===== config.mk =====
export PLATFORM = sky130hd
export DESIGN_NAME = fp_mul_seq
export DESIGN_NICKNAME = d
export VERILOG_FILES = /design/src/rtl/fp_mul_seq.sv
export SDC_FILE = /design/constraint.sdc
export NUM_CORES = 1
export LEC_CHECK = 0
export BUFFER_PORTS_ARGS = -buffer_cell sky130_fd_sc_hd__buf_2
export CAP_MARGIN = 20
export CORE_MARGIN = 5
export CORE_UTILIZATION = 50
export DETAILED_ROUTE_END_ITERATION = 10
export PLACE_DENSITY_LB_ADDON = 0.15
export REMOVE_ABC_BUFFERS = 1
export SLEW_MARGIN = 25
export SYNTH_ARGS = -nofsm -noshare
export SYNTH_HDL_FRONTEND = slang
export SYNTH_SLANG_ARGS = --single-unit

===== constraint.sdc =====
create_clock -name clk -period 19.9 [get_ports clk]
set_input_delay 3.98 -clock clk [delete_from_list [all_inputs] [get_ports clk]]
set_output_delay 3.98 -clock clk [all_outputs]
set_load 0.005 [all_outputs]

===== src/rtl/fp_mul_seq.sv =====
// Iterative IEEE-754 multiplier: one radix-4 Booth digit per cycle, then one normalise/round cycle.
// Special operands take a single-cycle bypass straight to the result stage.
module fp_mul_seq #(
  parameter int EXP_W = 8,
  parameter int FRC_W = 23
) (
  input  logic                     clk,
  input  logic                     rst,
  input  logic                     in_valid,
  output logic                     in_ready,
  input  logic [EXP_W+FRC_W:0]     fp_X,
  input  logic [EXP_W+FRC_W:0]     fp_Y,
  input  logic [2:0]               r_mode,
  output logic                     out_valid,
  input  logic                     out_ready,
  output logic [EXP_W+FRC_W:0]     fp_Z,
  output logic                     ovrf,
  output logic                     udrf,
  output logic [2*(FRC_W+1)-1:0]   dbg_prod
);

  localparam int W     = 1 + EXP_W + FRC_W;
  localparam int M     = FRC_W + 1;
  localparam int NDIG  = (M + 2) / 2;
  localparam int ACC_W = 2 * M + 2;
  localparam int CNT_W = $clog2(NDIG);
  localparam int E_W   = EXP_W + 2;
  localparam int BIAS  = 2 ** (EXP_W - 1) - 1;

  localparam logic [CNT_W-1:0]      LAST_DIG = CNT_W'(NDIG - 1);
  localparam logic signed [E_W-1:0] BIAS_E   = E_W'(BIAS);
  localparam logic signed [E_W-1:0] EMAX_E   = E_W'(2 ** EXP_W - 1);
  localparam logic signed [E_W-1:0] E_ONE    = E_W'(1);
  localparam logic [W-1:0]          QNAN     = {1'b0, {EXP_W{1'b1}}, 1'b1, {(FRC_W-1){1'b0}}};

  typedef enum logic [1:0] {IDLE, MUL, ROUND, DONE} state_t;
  typedef enum logic [2:0] {
    RM_RNE = 3'b000,
    RM_RTZ = 3'b001,
    RM_RDN = 3'b010,
    RM_RUP = 3'b011,
    RM_RMM = 3'b100
  } rmode_t;

  state_t                  state;
  logic [CNT_W-1:0]        cnt;
  logic [ACC_W-1:0]        acc;
  logic [ACC_W-1:0]        mc;
  logic [M+2:0]            y_sh;
  logic                    sgn;
  logic signed [E_W-1:0]   e_sum;
  logic [2:0]              rm;

  // Operand decode
  logic                    x_s, y_s;
  logic [EXP_W-1:0]        x_exp, y_exp;
  logic [FRC_W-1:0]        x_frc, y_frc;
  logic                    x_nan, y_nan, x_inf, y_inf, x_zero, y_zero;
  logic                    spc_hit;
  logic [W-1:0]            spc_z;

  assign x_s    = fp_X[W-1];
  assign y_s    = fp_Y[W-1];
  assign x_exp  = fp_X[W-2:FRC_W];
  assign y_exp  = fp_Y[W-2:FRC_W];
  assign x_frc  = fp_X[FRC_W-1:0];
  assign y_frc  = fp_Y[FRC_W-1:0];
  assign x_nan  = (&x_exp) && (|x_frc);
  assign y_nan  = (&y_exp) && (|y_frc);
  assign x_inf  = (&x_exp) && !(|x_frc);
  assign y_inf  = (&y_exp) && !(|y_frc);
  assign x_zero = ~|x_exp;
  assign y_zero = ~|y_exp;

  // Subnormals are flushed, so an all-zero exponent counts as zero here.
  always_comb begin
    spc_hit = 1'b1;
    spc_z   = '0;
    if (x_nan || y_nan || (x_zero && y_inf) || (x_inf && y_zero))
      spc_z = QNAN;
    else if (x_inf || y_inf)
      spc_z = {x_s ^ y_s, {EXP_W{1'b1}}, {FRC_W{1'b0}}};
    else if (x_zero || y_zero)
      spc_z = {x_s ^ y_s, {(W-1){1'b0}}};
    else
      spc_hit = 1'b0;
  end

  // Booth digit selection: y_sh[2:0] is {Y[2i+1], Y[2i], Y[2i-1]}; mc holds X * 4**i.
  logic [ACC_W-1:0] mc2;
  logic [ACC_W-1:0] pp;

  always_comb begin
    mc2 = mc << 1;
    case (y_sh[2:0])
      3'b001, 3'b010: pp = mc;
      3'b011:         pp = mc2;
      3'b100:         pp = -mc2;
      3'b101, 3'b110: pp = -mc;
      default:        pp = '0;
    endcase
  end

  // Normalise and round
  logic [2*M-1:0]          prod;
  logic                    acc_unused;
  logic                    norm_hi;
  logic [M-1:0]            sig;
  logic                    grd, stk, inc;
  logic [M:0]              sig_r;
  logic signed [E_W-1:0]   e_n, e_r;
  logic [FRC_W-1:0]        frc_r;
  logic [W-1:0]            rnd_z;
  logic                    rnd_ovf, rnd_udf;
  logic [W-1:0]            inf_z, max_z;

  assign prod       = acc[2*M-1:0];
  assign acc_unused = |acc[ACC_W-1:2*M];
  assign inf_z      = {sgn, {EXP_W{1'b1}}, {FRC_W{1'b0}}};
  assign max_z      = {sgn, {(EXP_W-1){1'b1}}, 1'b0, {FRC_W{1'b1}}};

  always_comb begin
    norm_hi = prod[2*M-1];
    if (norm_hi) begin
      sig = prod[2*M-1:M];
      grd = prod[M-1];
      stk = |prod[M-2:0];
    end else begin
      sig = prod[2*M-2:M-1];
      grd = prod[M-2];
      stk = |prod[M-3:0];
    end
    e_n = e_sum + {{(E_W-1){1'b0}}, norm_hi};

    case (rm)
      RM_RTZ:  inc = 1'b0;
      RM_RDN:  inc = (grd | stk) & sgn;
      RM_RUP:  inc = (grd | stk) & ~sgn;
      RM_RMM:  inc = grd;
      default: inc = grd & (stk | sig[0]);
    endcase

    sig_r = {1'b0, sig} + {{M{1'b0}}, inc};
    if (sig_r[M]) begin
      e_r   = e_n + E_ONE;
      frc_r = '0;
    end else begin
      e_r   = e_n;
      frc_r = sig_r[M-2:0];
    end

    rnd_z   = {sgn, e_r[EXP_W-1:0], frc_r};
    rnd_ovf = 1'b0;
    rnd_udf = 1'b0;
    if (e_n[E_W-1] || (e_n == '0)) begin
      rnd_z   = {sgn, {(W-1){1'b0}}};
      rnd_udf = 1'b1;
    end else if (e_r >= EMAX_E) begin
      rnd_ovf = 1'b1;
      case (rm)
        RM_RTZ:  rnd_z = max_z;
        RM_RDN:  rnd_z = sgn ? inf_z : max_z;
        RM_RUP:  rnd_z = sgn ? max_z : inf_z;
        default: rnd_z = inf_z;
      endcase
    end
  end

  // Result registers are loaded one state ahead of out_valid, which DONE raises on its first cycle.
  always_ff @(posedge clk or posedge rst) begin
    if (rst) begin
      state     <= IDLE;
      in_ready  <= 1'b1;
      out_valid <= 1'b0;
      fp_Z      <= '0;
      ovrf      <= 1'b0;
      udrf      <= 1'b0;
      dbg_prod  <= '0;
      cnt       <= '0;
      acc       <= '0;
      mc        <= '0;
      y_sh      <= '0;
      sgn       <= 1'b0;
      e_sum     <= '0;
      rm        <= '0;
    end else begin
      case (state)
        IDLE: begin
          if (in_valid && in_ready) begin
            in_ready <= 1'b0;
            rm       <= r_mode;
            sgn      <= x_s ^ y_s;
            e_sum    <= $signed({2'b00, x_exp}) + $signed({2'b00, y_exp}) - BIAS_E;
            if (spc_hit) begin
              fp_Z     <= spc_z;
              ovrf     <= 1'b0;
              udrf     <= 1'b0;
              dbg_prod <= '0;
              state    <= DONE;
            end else begin
              acc   <= '0;
              mc    <= ACC_W'({1'b1, x_frc});
              y_sh  <= {2'b00, 1'b1, y_frc, 1'b0};
              cnt   <= '0;
              state <= MUL;
            end
          end
        end
        MUL: begin
          acc  <= acc + pp;
          mc   <= mc << 2;
          y_sh <= y_sh >> 2;
          cnt  <= cnt + 1'b1;
          if (cnt == LAST_DIG)
            state <= ROUND;
        end
        ROUND: begin
          fp_Z     <= rnd_z;
          ovrf     <= rnd_ovf;
          udrf     <= rnd_udf;
          dbg_prod <= prod;
          state    <= DONE;
        end
        DONE: begin
          if (!out_valid) begin
            out_valid <= 1'b1;
          end else if (out_ready) begin
            out_valid <= 1'b0;
            in_ready  <= 1'b1;
            state     <= IDLE;
          end
        end
        default: state <= IDLE;
      endcase
    end
  end

endmodule


After elaboration in Yosys (flattened, before gate mapping)

Index checks and enable logic that the tools add are counted.
W data, S select, Z words.

Equal/unequal tests: 20
Bitwise gates (word level): 7
Add/sub/neg operators: 9
$lt $le $gt $ge: 1
Multiplexer cells: 55
Reductions and logical operators: 37

Operators by type and width:

| operator             | count |
|---|---|
| $mux W32             | 9 |
| $mux W50             | 4 |
| $pmux W50 S2         | 2 |
| $pmux W50 S4         | 1 |
| $neg A50 Y50         | 2 |
| $mux W48             | 2 |
| $pmux W32 S3         | 1 |
| $pmux W48 S2         | 1 |
| $reduce_or A23 Y1    | 3 |
| $pmux W32 S2         | 1 |
| $mux W27             | 2 |
| $pmux W27 S2         | 1 |
| $add A50 B50 Y50     | 1 |
| $add A24 B1 Y25      | 1 |
| $mux W24             | 1 |
| $mux W23             | 1 |
| $reduce_or A22 Y1    | 1 |
| $reduce_and A8 Y1    | 2 |
| $reduce_or A8 Y1     | 2 |
| $mux W1              | 15 |
| $eq A3 B2 Y1 const B | 4 |
| $eq A3 B3 Y1 const B | 4 |
| $ne A2 B2 Y1 const B | 6 |
| $add A10 B1 Y10      | 1 |
| 30 further kinds     | 61 |

Logic and storage cells: 143
Bits in registers: 231

Longest topological paths before layout

Gate-level depths: netlist of run 1.

Depth in word-level cells: 11
Mapped depth: 24
Mapped depth without buffers: 23

Worst setup path after synthesis of run 1

OpenSTA, ideal clock, no wires.

Path kind: input port to flip-flop
Start: input fp_X[30]
End: register mc[25]
Library setup time: 95 ps
Stages: 11
Buffers on the path: 3
Setup slack: 13893 ps
Arrival time: 5912 ps
Path through: nor4_1 > nand2_1 > nand2_1 > nor3_1 > nand4_1 > a21boi_1 > clkbuf_1 > clkbuf_1 > buf_1 > nand2_1 > o31ai_1

Word-level cells in the longest chain between the ends: 8
Elaborated cells on any way between the ends: 17
Classes of those cells: eq/ne (1); mux (3); reduce/logical (13)

RTL lines:

| item                                                           | line       | text |
|---|---|---|
| start, declared                                                | 11         | `input logic [EXP_W+FRC_W:0] fp_X,` |
| $reduce_or A8 Y1 / $reduce_and A8 Y1 (equally long branches)   | 72, 68, 70 |  |
| $logic_not A1 Y1 / $logic_and A1 B1 Y1 (equally long branches) | 72, 68     |  |
| $logic_or A1 B1 Y1 (tied with other cells)                     | 83         | `else if (x_zero \|\| y_zero)` |
| $mux W1 / $logic_or A1 B1 Y1 (equally long branches)           | 83, 79     |  |
| $mux W1 / $logic_or A1 B1 Y1 (equally long branches)           | 81, 79     |  |
| $mux W1 *                                                      | 79         | `if (x_nan \|\| y_nan \|\| (x_zero && y_inf) \|\| (x_inf && y_zero))` |
| $ne A2 B2 Y1 (no source line) *                                | -          |  |
| $reduce_and A3 Y1 (no source line) *                           | -          |  |
| end signal, assigned                                           | 202        | `mc <= ACC_W'({1'b1, x_frc});` |
| end signal, assigned                                           | 211        | `mc <= mc << 2;` |
| end, declared                                                  | 48         | `logic [ACC_W-1:0] mc;` |

Every way passes the cells marked *; elsewhere a longest branch is shown, timed or not.
A chain may end at the register's enable or synchronous reset.

Worst setup path after layout of run 1

Start: input fp_Y[30]
End: register acc[35]

Word-level cells in the longest chain between the ends: 8
Elaborated cells on any way between the ends: 17
Classes of those cells: eq/ne (1); mux (3); reduce/logical (13)

RTL lines:

| item                                                         | line       | text |
|---|---|---|
| start, declared                                              | 12         | `input logic [EXP_W+FRC_W:0] fp_Y,` |
| $reduce_or A8 Y1 / $reduce_and A8 Y1 (equally long branches) | 73, 69, 71 |  |
| $logic_not A1 Y1 (tied with other cells)                     | 73         | `assign y_zero = ~\|y_exp;` |
| $logic_or A1 B1 Y1 (tied with other cells)                   | 83         |  |
| $mux W1 / $logic_or A1 B1 Y1 (equally long branches)         | 83, 79     |  |
| $mux W1 / $logic_or A1 B1 Y1 (equally long branches)         | 81, 79     |  |
| $mux W1 *                                                    | 79         |  |
| $ne A2 B2 Y1 (no source line) *                              | -          |  |
| $reduce_and A3 Y1 (no source line) *                         | -          |  |
| end signal, assigned                                         | 210        | `acc <= acc + pp;` |
| end, declared                                                | 47         | `logic [ACC_W-1:0] acc;` |

Marks and branches as above.

==> results of run 1 <==
==> worst max-delay path, stage by stage <==
cell      delay, ns
buf_2          0.11
nor4_1         0.06
nand2_1        0.09
nand2_1        0.07
nor3_1         0.61
nand4_1        0.27
o21ai_2        0.11
buf_4          0.42
nand2_1        0.60
o311ai_0       0.59
a211o_1        0.15
==> synth_stat cells (34+ instances only) <==
cell type	instances
nand2_1	375
dfrtp_1	224
o21ai_0	139
clkbuf_1	114
xnor2_1	105
a21oi_1	97
nand3_1	93
nor2_1	83
ha_1	77
inv_1	55
mux2i_1	55
xor2_1	50
a22o_1	34
o31ai_1	34
==> worst max path at each step <==
| stage | end | slack (ns) | depth (start not counted) |
|---|---|---|---|
| 4_1_cts | acc[35] | 13.33 | 11 |
| 6_report | acc[35] | 13.28 | 11 |
| 5_1_grt | acc[35] | 13.03 | 11 |
| 2_1_floorplan | acc[35] | 7.31 | 10 |
| 3_5_place_dp | acc[35] | 12.79 | 11 |
| 3_3_place_gp | acc[35] | 12.88 | 11 |
==> logic make-up after synthesis <==
group / after synthesis
compound gates: 528
xor+xnor: 156
fa+ha+maj: 79
buf+inv: 200
flops: 225
mux: 75
simple gates: 748
==> layout make-up <==
class                   count  area (sq um)  area share
clock buffers              32           724      0.0392
clock inverters            16           174     0.00941
inverters                  55           219      0.0118
multi-input cells        1586         10200       0.554
flip-flops and latches    225          5630       0.305
well taps                 442           553      0.0299
repair buffers            177           947      0.0512
==> registers in the layout (all words and copies together) (netlist names) <==
register / flops
e_sum: 10
rm: 3
mc: 48
cnt: 4
out_valid: 1
state: 2
fp_Z: 32
ovrf: 1
udrf: 1
sgn: 1
dbg_prod: 48
acc: 48
in_ready: 1
y_sh: 25
==> power groups by stage <==
| stage | Clock [mW] | Combinational, mW | Sequential (mW) |
|---|---|---|---|
| final | 0.499 | 0.0343 | 0.458 |
| after CTS | 0.509 | 0.0351 | 0.457 |
| after global placement | 0 | 0.0345 | 0.466 |
| after detailed placement | 0 | 0.0350 | 0.466 |
| after global routing | 0.530 | 0.0399 | 0.457 |
| after floorplan | 0 | 0.0195 | 0.466 |
==> metrics by stage <==
step / std cells / instance area [sq um] / setup WS (ns) / hold WS (ns)
2_1_floorplan: 1866 / 16000 / 7.31 / 0.450
3_3_place_gp: 2485 / 17600 / 12.88 / 0.445
3_5_place_dp: 2485 / 17600 / 12.79 / 0.451
4_1_cts: 2533 / 18500 / 13.33 / 0.465
5_1_grt: 2533 / 18500 / 13.03 / 0.487
6_report: 2533 / 18500 / 13.28 / 0.461
==> metal layers <==
| metal | vias up | routed length (um) |
|---|---|---|
| met1 | 7185 | 21600 |
| met5 | - | 0 |
| met4 | 0 | 926 |
| met2 | 397 | 20800 |
| met3 | 68 | 2510 |
| li1 | 7363 | - |
==> flow_summary.json, run 1 <==
{
  "status": "finished clean",
  "synth_ff_type": "dfrtp_1",
  "path_max_fanout": 38,
  "ys_top_cells_by_area": "dfrtp_1 34%, nand2_1 8.5%, ha_1 5.8%",
  "whs_endpoint": "dbg_prod[40]",
  "ant_nets": 0,
  "drv_slew": 0,
  "synth_cell_types": 85,
  "post-route-period-util": 0.333,
  "worstRegToRegCells": 20,
  "wl_per_cell_um": 18.1,
  "synth_top_family_by_area": "compound AO/OA/AOI/OAI gates",
  "layout_min_cycle_time_ns": 6.62,
  "ioPinCount": 155,
  "totalWireLength_um": 45800,
  "combPwrFrac": 0.035,
  "antenna_cells": 0,
  "synth-seq-cells": 225,
  "pwr-share-seq": 0.462,
  "ys_seq_area_frac": 0.339,
  "fill_cells": 3040,
  "rsz0062_at_grt": "false",
  "p_sw_mw": 0.222,
  "cts_tree": "yes",
  "clock_latency_ns": 0.54,
  "gp_congestion": 0.983,
  "async_reset_ff_frac": 1.00,
  "fin_skew_ns": 0.0220,
  "hp-class": "register to register",
  "timing.rr.end": "acc[42]",
  "synthAdderAreaFrac": 0.0604,
  "cp-startpoint": "fp_Y[30]",
  "use_met2": 0.389,
  "vdd_drop_max_uv": 55.8,
  "grt_pass1_wl_um": 75000,
  "final_common_cell": "nand2_1",
  "first_pass_iters": 5,
  "setup_viol": 0,
  "total_power_mw": 0.991,
  "synth_xor_area_frac": 0.0827,
  "cts-hold-fix-buffers": 0,
  "final_cell_mix": "375 x nand2_1, 222 x dfrtp_1, 154 x buf_2, 138 x o21ai_0, 105 x xnor2_1",
  "synthSimpleGateAreaFrac": 0.210,
  "avgSynthCellArea_sq_um": 8.26,
  "path_class": "input pin to register",
  "fp.dieH_um": 192,
  "swShare": 0.224,
  "track_usage": 0.244,
  "syn_area_sq_um": 16600,
  "clkSinkCount": 225,
  "antenna_found_initial": 0,
  "synth_top_area_frac": 0.337,
  "max_freq_ghz": 0.151,
  "cts-buffers-inserted": 26,
  "met3_usage": 0.0284,
  "grt.overflow.total": 0,
  "synth_compound_area_frac": 0.213,
  "utilization": 0.565,
  "dieWidth_um": 192,
  "power.density_nw_per_um2": 53.6,
  "worstHoldPathCells": 2,
  "critPathCaptureType": "register",
  "cap_violations": 0,
  "reg2reg_slack_ns": 13.98,
  "r2r_start": "mc[9]",
  "dp_hpwl_um": 32800,
  "synthMuxAreaShare": 0.0467,
  "drt-initial-drc-count": 1251,
  "worst_ep_arrival_time_ns": 7.09,
  "dr_total_vias": 15000,
  "clockBufferDepth": 3,
  "drc": 0,
  "nNetsFinal": 2221,
  "htree_levels": 1,
  "post_cts_resized": 0,
  "yosysTopAreaCell": "dfrtp_1",
  "p_leak_nw": 8.61,
  "tightest_slew_ns": 0.987,
  "first_global_vias": 14200,
  "power.internal_mw": 0.769,
  "syn2layout_area_growth_pct": 11.3,
  "relSlewSlack": 0.340,
  "cts_root_buffer": "clkbuf_16",
  "port_buffers": 154,
  "tns_ns": 0,
  "synth_edf_count": 0,
  "postSynthCellCount": 2011,
  "coreArea_sq_um": 32700,
  "layout-drive-gt1-share": 0.136,
  "worstHoldStart": "dbg_prod[40]",
  "rows": 66,
  "busiest_layer": "met2",
  "required_ns": 20.37,
  "die_area_sq_um": 37000,
  "grt_use_met1": 0.359,
  "hold_viol_final": 0,
  "clk_pin_slew_ns": 0.06,
  "clockPowerShare": 0.504,
  "synth_warnings": 0,
  "postCtsSetupBuffers": 0,
  "startpoint_type": "input pin",
  "viasPerCell": 5.93,
  "grt_max_degree": 151,
  "initial_utilization": 0.508
}
No activity file was read; power rests on OpenSTA's default activity.
==> run 2, diff against run 1 <==
clock period = 6.15 ns   (was 19.9 ns; I/O delays follow)
==> run 2 against run 1 <==
Effect of this change:
- die area unchanged
- final cell count grew 0.32%
- non-clock buffer count is 8 higher
- count of clock-buffer cells in the layout increased by 3
- critical path depth up 9
- global-route usage increased by 0.71 points
- sequential share of layout area is 0.15 points lower
- highest routed layer unchanged
==> flow_summary.json, run 2 (synthesis gave the netlist of run 1 again) <==
{
  "drv_slew": 0,
  "worstHoldPathCells": 2,
  "dp_hpwl_um": 33700,
  "post_dp_cell_area_sq_um": 17600,
  "fin_skew_ns": 0.0132,
  "final_common_cell": "nand2_1",
  "startpoint_type": "register",
  "tns_ns": 0,
  "utilization": 0.568,
  "post-route-period-util": 0.930,
  "post_cts_resized": 0,
  "final_cell_mix": "375 x nand2_1, 222 x dfrtp_1, 154 x buf_2, 138 x o21ai_0, 105 x xnor2_1",
  "clockBufferDepth": 3,
  "syn2layout_area_growth_pct": 11.8,
  "clkSinkCount": 225,
  "coreArea_sq_um": 32700,
  "dr_total_vias": 15100,
  "postCtsSetupBuffers": 0,
  "whs_ns": 0.458,
  "critPathCaptureType": "register",
  "cap_violations": 0,
  "initial_utilization": 0.508,
  "worst_ep_arrival_time_ns": 6.13,
  "cts-buffers-inserted": 27,
  "layout_min_cycle_time_ns": 5.72,
  "drc": 0,
  "wl_per_cell_um": 18.6,
  "fin_area_sq_um": 18600,
  "viasPerCell": 5.94,
  "drt-initial-drc-count": 1349,
  "die_area_sq_um": 37000,
  "rows": 66,
  "cts_tree": "yes",
  "setup_viol": 0,
  "hp-class": "register to register",
  "path_class": "register to register",
  "crit_slowest_cell": "or4_4",
  "cts-hold-fix-buffers": 0,
  "timing.rr.end": "acc[42]",
  "grt.overflow.total": 0,
  "slowest_delay_ns": 0.61,
  "fill_cells": 3044,
  "cts_root_buffer": "clkbuf_16",
  "path_max_fanout": 11,
  "worstRegToRegCells": 20,
  "hold_viol_final": 0,
  "clk_pin_slew_ns": 0.06,
  "htree_levels": 1,
  "grt_max_degree": 177,
  "rsz0062_at_grt": "false",
  "clock_latency_ns": 0.55,
  "track_usage": 0.251,
  "relSlewSlack": 0.313,
  "ioPinCount": 155,
  "ant_nets": 0,
  "reg2reg_slack_ns": 0.43,
  "first_pass_iters": 5,
  "power.density_nw_per_um2": 173,
  "whs_endpoint": "dbg_prod[35]",
  "place_ws_ns": 0.531,
  "totalWireLength_um": 47200,
  "antenna_cells": 0,
  "timing.critical_path.cells": "or3_4 > or4_1 > or4_4 > nor4_1 > nand2b_1 > nor2_1 > a21oi_1 > o22ai_1 > nand2_1 > o21ai_0 > ha_1 > a21o_1 > a21o_1 > a221o_1 > a221oi_1 > and3_1 > and2_1 > o21ai_0 > xnor2_1 > o22ai_1",
  "top_regs": "acc (48), dbg_prod (48), mc (48)",
  "gp_congestion": 0.893,
  "r2r_start": "mc[9]",
  "tightest_slew_ns": 1.03,
  "required_ns": 6.56,
  "first_global_vias": 14300,
  "layout-drive-gt1-share": 0.139,
  "fin_ws_ns": 0.431,
  "antenna_found_initial": 0,
  "grt_pass1_wl_um": 76500,
  "dieWidth_um": 192,
  "vdd_drop_max_uv": 177,
  "fin_cells": 2541,
  "placed_cells": 2492,
  "worstHoldStart": "dbg_prod[35]",
  "nNetsFinal": 2230,
  "fp.dieH_um": 192,
  "total_power_mw": 3.22,
  "status": "finished clean",
  "port_buffers": 154,
  "max_freq_ghz": 0.175,
  "p_leak_nw": 8.67
}
==> run 2: final cells by class <==
class	instances	area, sq um	share of cell area
multi-input combinational	1586	10200	0.551
sequential	225	5630	0.303
timing repair buffer	185	1040	0.0558
clock buffer	35	746	0.0401
tap	442	553	0.0298
inverter	55	214	0.0115
clock inverter	13	158	0.00849
==> run 2: metal layers <==
| layer | global-route usage | part of all wire | vias up |
|---|---|---|---|
| met4 | 0.0554 | 0.018 | 0 |
| met2 | 0.397 | 0.45 | 403 |
| met3 | 0.0217 | 0.051 | 71 |
| li1 | - | - | 7379 |
| met5 | 0 | 0 | - |
| met1 | 0.377 | 0.49 | 7237 |
==> run 2: worst max-delay path by stage <==
stage | start | endpoint | slack [ns]
after floorplan | fp_X[30] | acc[35] | -3.69
after global placement | mc[15] | acc[46] | 0.67
after detailed placement | mc[9] | acc[42] | 0.53
after CTS | mc[9] | acc[46] | 0.50
after global routing | mc[9] | acc[46] | 0.06
final | mc[9] | acc[42] | 0.43
==> run 2: report_power, final <==
group	switching, mW	internal, mW	leakage (nW)
registers	0	1.48	3.08
clock network	0.646	0.980	0.446
logic	0.0711	0.0423	5.14
==> run 2: critical path, delay by kind of cell (launching register included) <==
| kind | cells | cell delay [ns] |
|---|---|---|
| simple gates | 9 | 2.87 |
| compound gates | 9 | 1.68 |
| flops | 1 | 0.47 |
| fa+ha+maj | 1 | 0.39 |
| xor+xnor | 1 | 0.17 |
==> run 3, diff against run 2 <==
CORE_UTILIZATION = 30   (was 50)
CTS_CLUSTER_SIZE = 40   (was not set)
TNS_END_PERCENT = 100   (was not set)
==> run 3 against run 2 <==
Effect of this change:
- fmax up 2.0%
- non-clock buffer count unchanged
- flip-flop and latch count unchanged
- global-route usage down 7.6 points
- clock power up 12%
- final cell count up 12%
- sequential power about the same
- highest routed layer is now met5
==> flow_summary.json, run 3 (synthesis gave the netlist of run 1 again) <==
{
  "status": "finished clean",
  "syn2layout_area_growth_pct": 15.0,
  "dr_total_vias": 15000,
  "htree_levels": 1,
  "drv_slew": 0,
  "postCtsSetupBuffers": 0,
  "worstHoldPathCells": 2,
  "rsz0062_at_grt": "false",
  "cts-hold-fix-buffers": 0,
  "clkSinkCount": 225,
  "power.density_nw_per_um2": 179,
  "cts_tree": "yes",
  "port_buffers": 154,
  "tns_ns": 0,
  "antenna_found_initial": 1,
  "drc": 0,
  "cts-buffers-inserted": 29,
  "r2r_start": "mc[9]",
  "worstHoldStart": "dbg_prod[35]",
  "post-route-period-util": 0.912,
  "hp-class": "register to register",
  "whs_endpoint": "dbg_prod[35]",
  "post_cts_resized": 0,
  "fin_skew_ns": 0.0223,
  "ant_nets": 0,
  "first_pass_iters": 5,
  "path_class": "register to register",
  "critPathCaptureType": "register",
  "grt_max_degree": 120,
  "layout_min_cycle_time_ns": 5.61,
  "top_regs": "acc (48), dbg_prod (48), mc (48)",
  "nNetsFinal": 2232,
  "cts_root_buffer": "clkbuf_16",
  "hold_viol_final": 0,
  "totalWireLength_um": 54000,
  "drt-initial-drc-count": 1096,
  "die_area_sq_um": 60200,
  "utilization": 0.347,
  "viasPerCell": 5.25,
  "coreArea_sq_um": 55000,
  "grt_pass1_wl_um": 86500,
  "worstRegToRegCells": 18,
  "vdd_drop_max_uv": 219,
  "required_ns": 6.58,
  "dp_hpwl_um": 39000,
  "wl_per_cell_um": 18.9,
  "reg2reg_slack_ns": 0.54,
  "gp_congestion": 0.916,
  "clk_pin_slew_ns": 0.06,
  "ioPinCount": 155,
  "worst_ep_arrival_time_ns": 6.04,
  "rows": 86,
  "max_freq_ghz": 0.178,
  "layout-drive-gt1-share": 0.142,
  "clockBufferDepth": 3,
  "tightest_slew_ns": 1.03,
  "clock_latency_ns": 0.58,
  "final_common_cell": "nand2_1",
  "dieWidth_um": 245,
  "timing.rr.end": "acc[42]",
  "startpoint_type": "register",
  "p_leak_nw": 8.72,
  "fp.dieH_um": 245,
  "final_cell_mix": "375 x nand2_1, 221 x dfrtp_1, 154 x buf_2, 138 x o21ai_0, 105 x xnor2_1",
  "track_usage": 0.175,
  "path_max_fanout": 8,
  "cap_violations": 0,
  "grt.overflow.total": 0,
  "relSlewSlack": 0.309,
  "first_global_vias": 14900,
  "setup_viol": 0,
  "initial_utilization": 0.302
}
[run 3: cell count changes in the layout (fill, tap and decap cells not counted), sizes merged]
cell      change
clkbuf        +4
diode         +1
clkinv        -1
bufinv        +1
clkinvlp      +1
[run 3: layout make-up]
class                           instances  area [sq um]
Sequential cell                       225          5640
Fill cell                            5726         35900
Timing Repair Buffer                  185          1040
Clock buffer                           39           833
Clock inverter                         14           190
Multi-Input combinational cell       1586         10200
Inverter                               55           214
Tap cell                              748           936
Antenna cell                            1          2.50
[run 3: routing by layer]
metal / wire, um / share of wire / global-route usage
met5: 11 / 0.00020 / 0
met4: 858 / 0.016 / 0.0350
met3: 2520 / 0.047 / 0.0218
met2: 24400 / 0.45 / 0.283
met1: 26200 / 0.48 / 0.254
[run 3: through the flow]
step,instance area (sq um),hold slack [ns],instances,total power [mW],setup WS (ns)
2_1_floorplan,16000,0.450,1866,1.57,-3.69
3_3_place_gp,18000,0.447,2798,1.63,0.470
3_5_place_dp,18100,0.451,2799,1.63,0.503
4_1_cts,19100,0.465,2852,3.48,0.492
5_1_grt,19100,0.475,2852,3.56,0.0275
6_report,19100,0.456,2853,3.42,0.544
[run 3: worst max path at each step]
| stage | slack, ns | end | cells past startpoint | from |
|---|---|---|---|---|
| 2_1_floorplan | -3.69 | acc[35] | 10 | fp_X[30] |
| 3_3_place_gp | 0.47 | acc[47] | 17 | mc[9] |
| 3_5_place_dp | 0.50 | acc[47] | 19 | mc[15] |
| 4_1_cts | 0.49 | acc[47] | 19 | mc[9] |
| 5_1_grt | 0.03 | acc[35] | 22 | mc[15] |
| 6_report | 0.54 | acc[42] | 18 | mc[9] |
[run 3: worst max-delay path, cell delays in order, from the launching register on]
cell	delay, ns
dfrtp_1	0.47
or3_4	0.43
or4_1	0.52
or4_1	0.66
nor3_1	0.35
nor2_1	0.10
xnor2_1	0.14
o21ai_0	0.30
ha_1	0.35
a21o_1	0.21
a21o_1	0.17
a21o_1	0.19
a221o_1	0.33
a221oi_1	0.41
and3_1	0.27
and2_1	0.17
o21ai_0	0.12
xnor2_1	0.18
o22ai_1	0.09
[run 3: power by group]
group | leakage, nW | internal, mW | switching [mW]
clock network | 0.501 | 1.12 | 0.707
logic | 5.14 | 0.0429 | 0.0739
registers | 3.08 | 1.48 | 0
total | 8.72 | 2.64 | 0.781
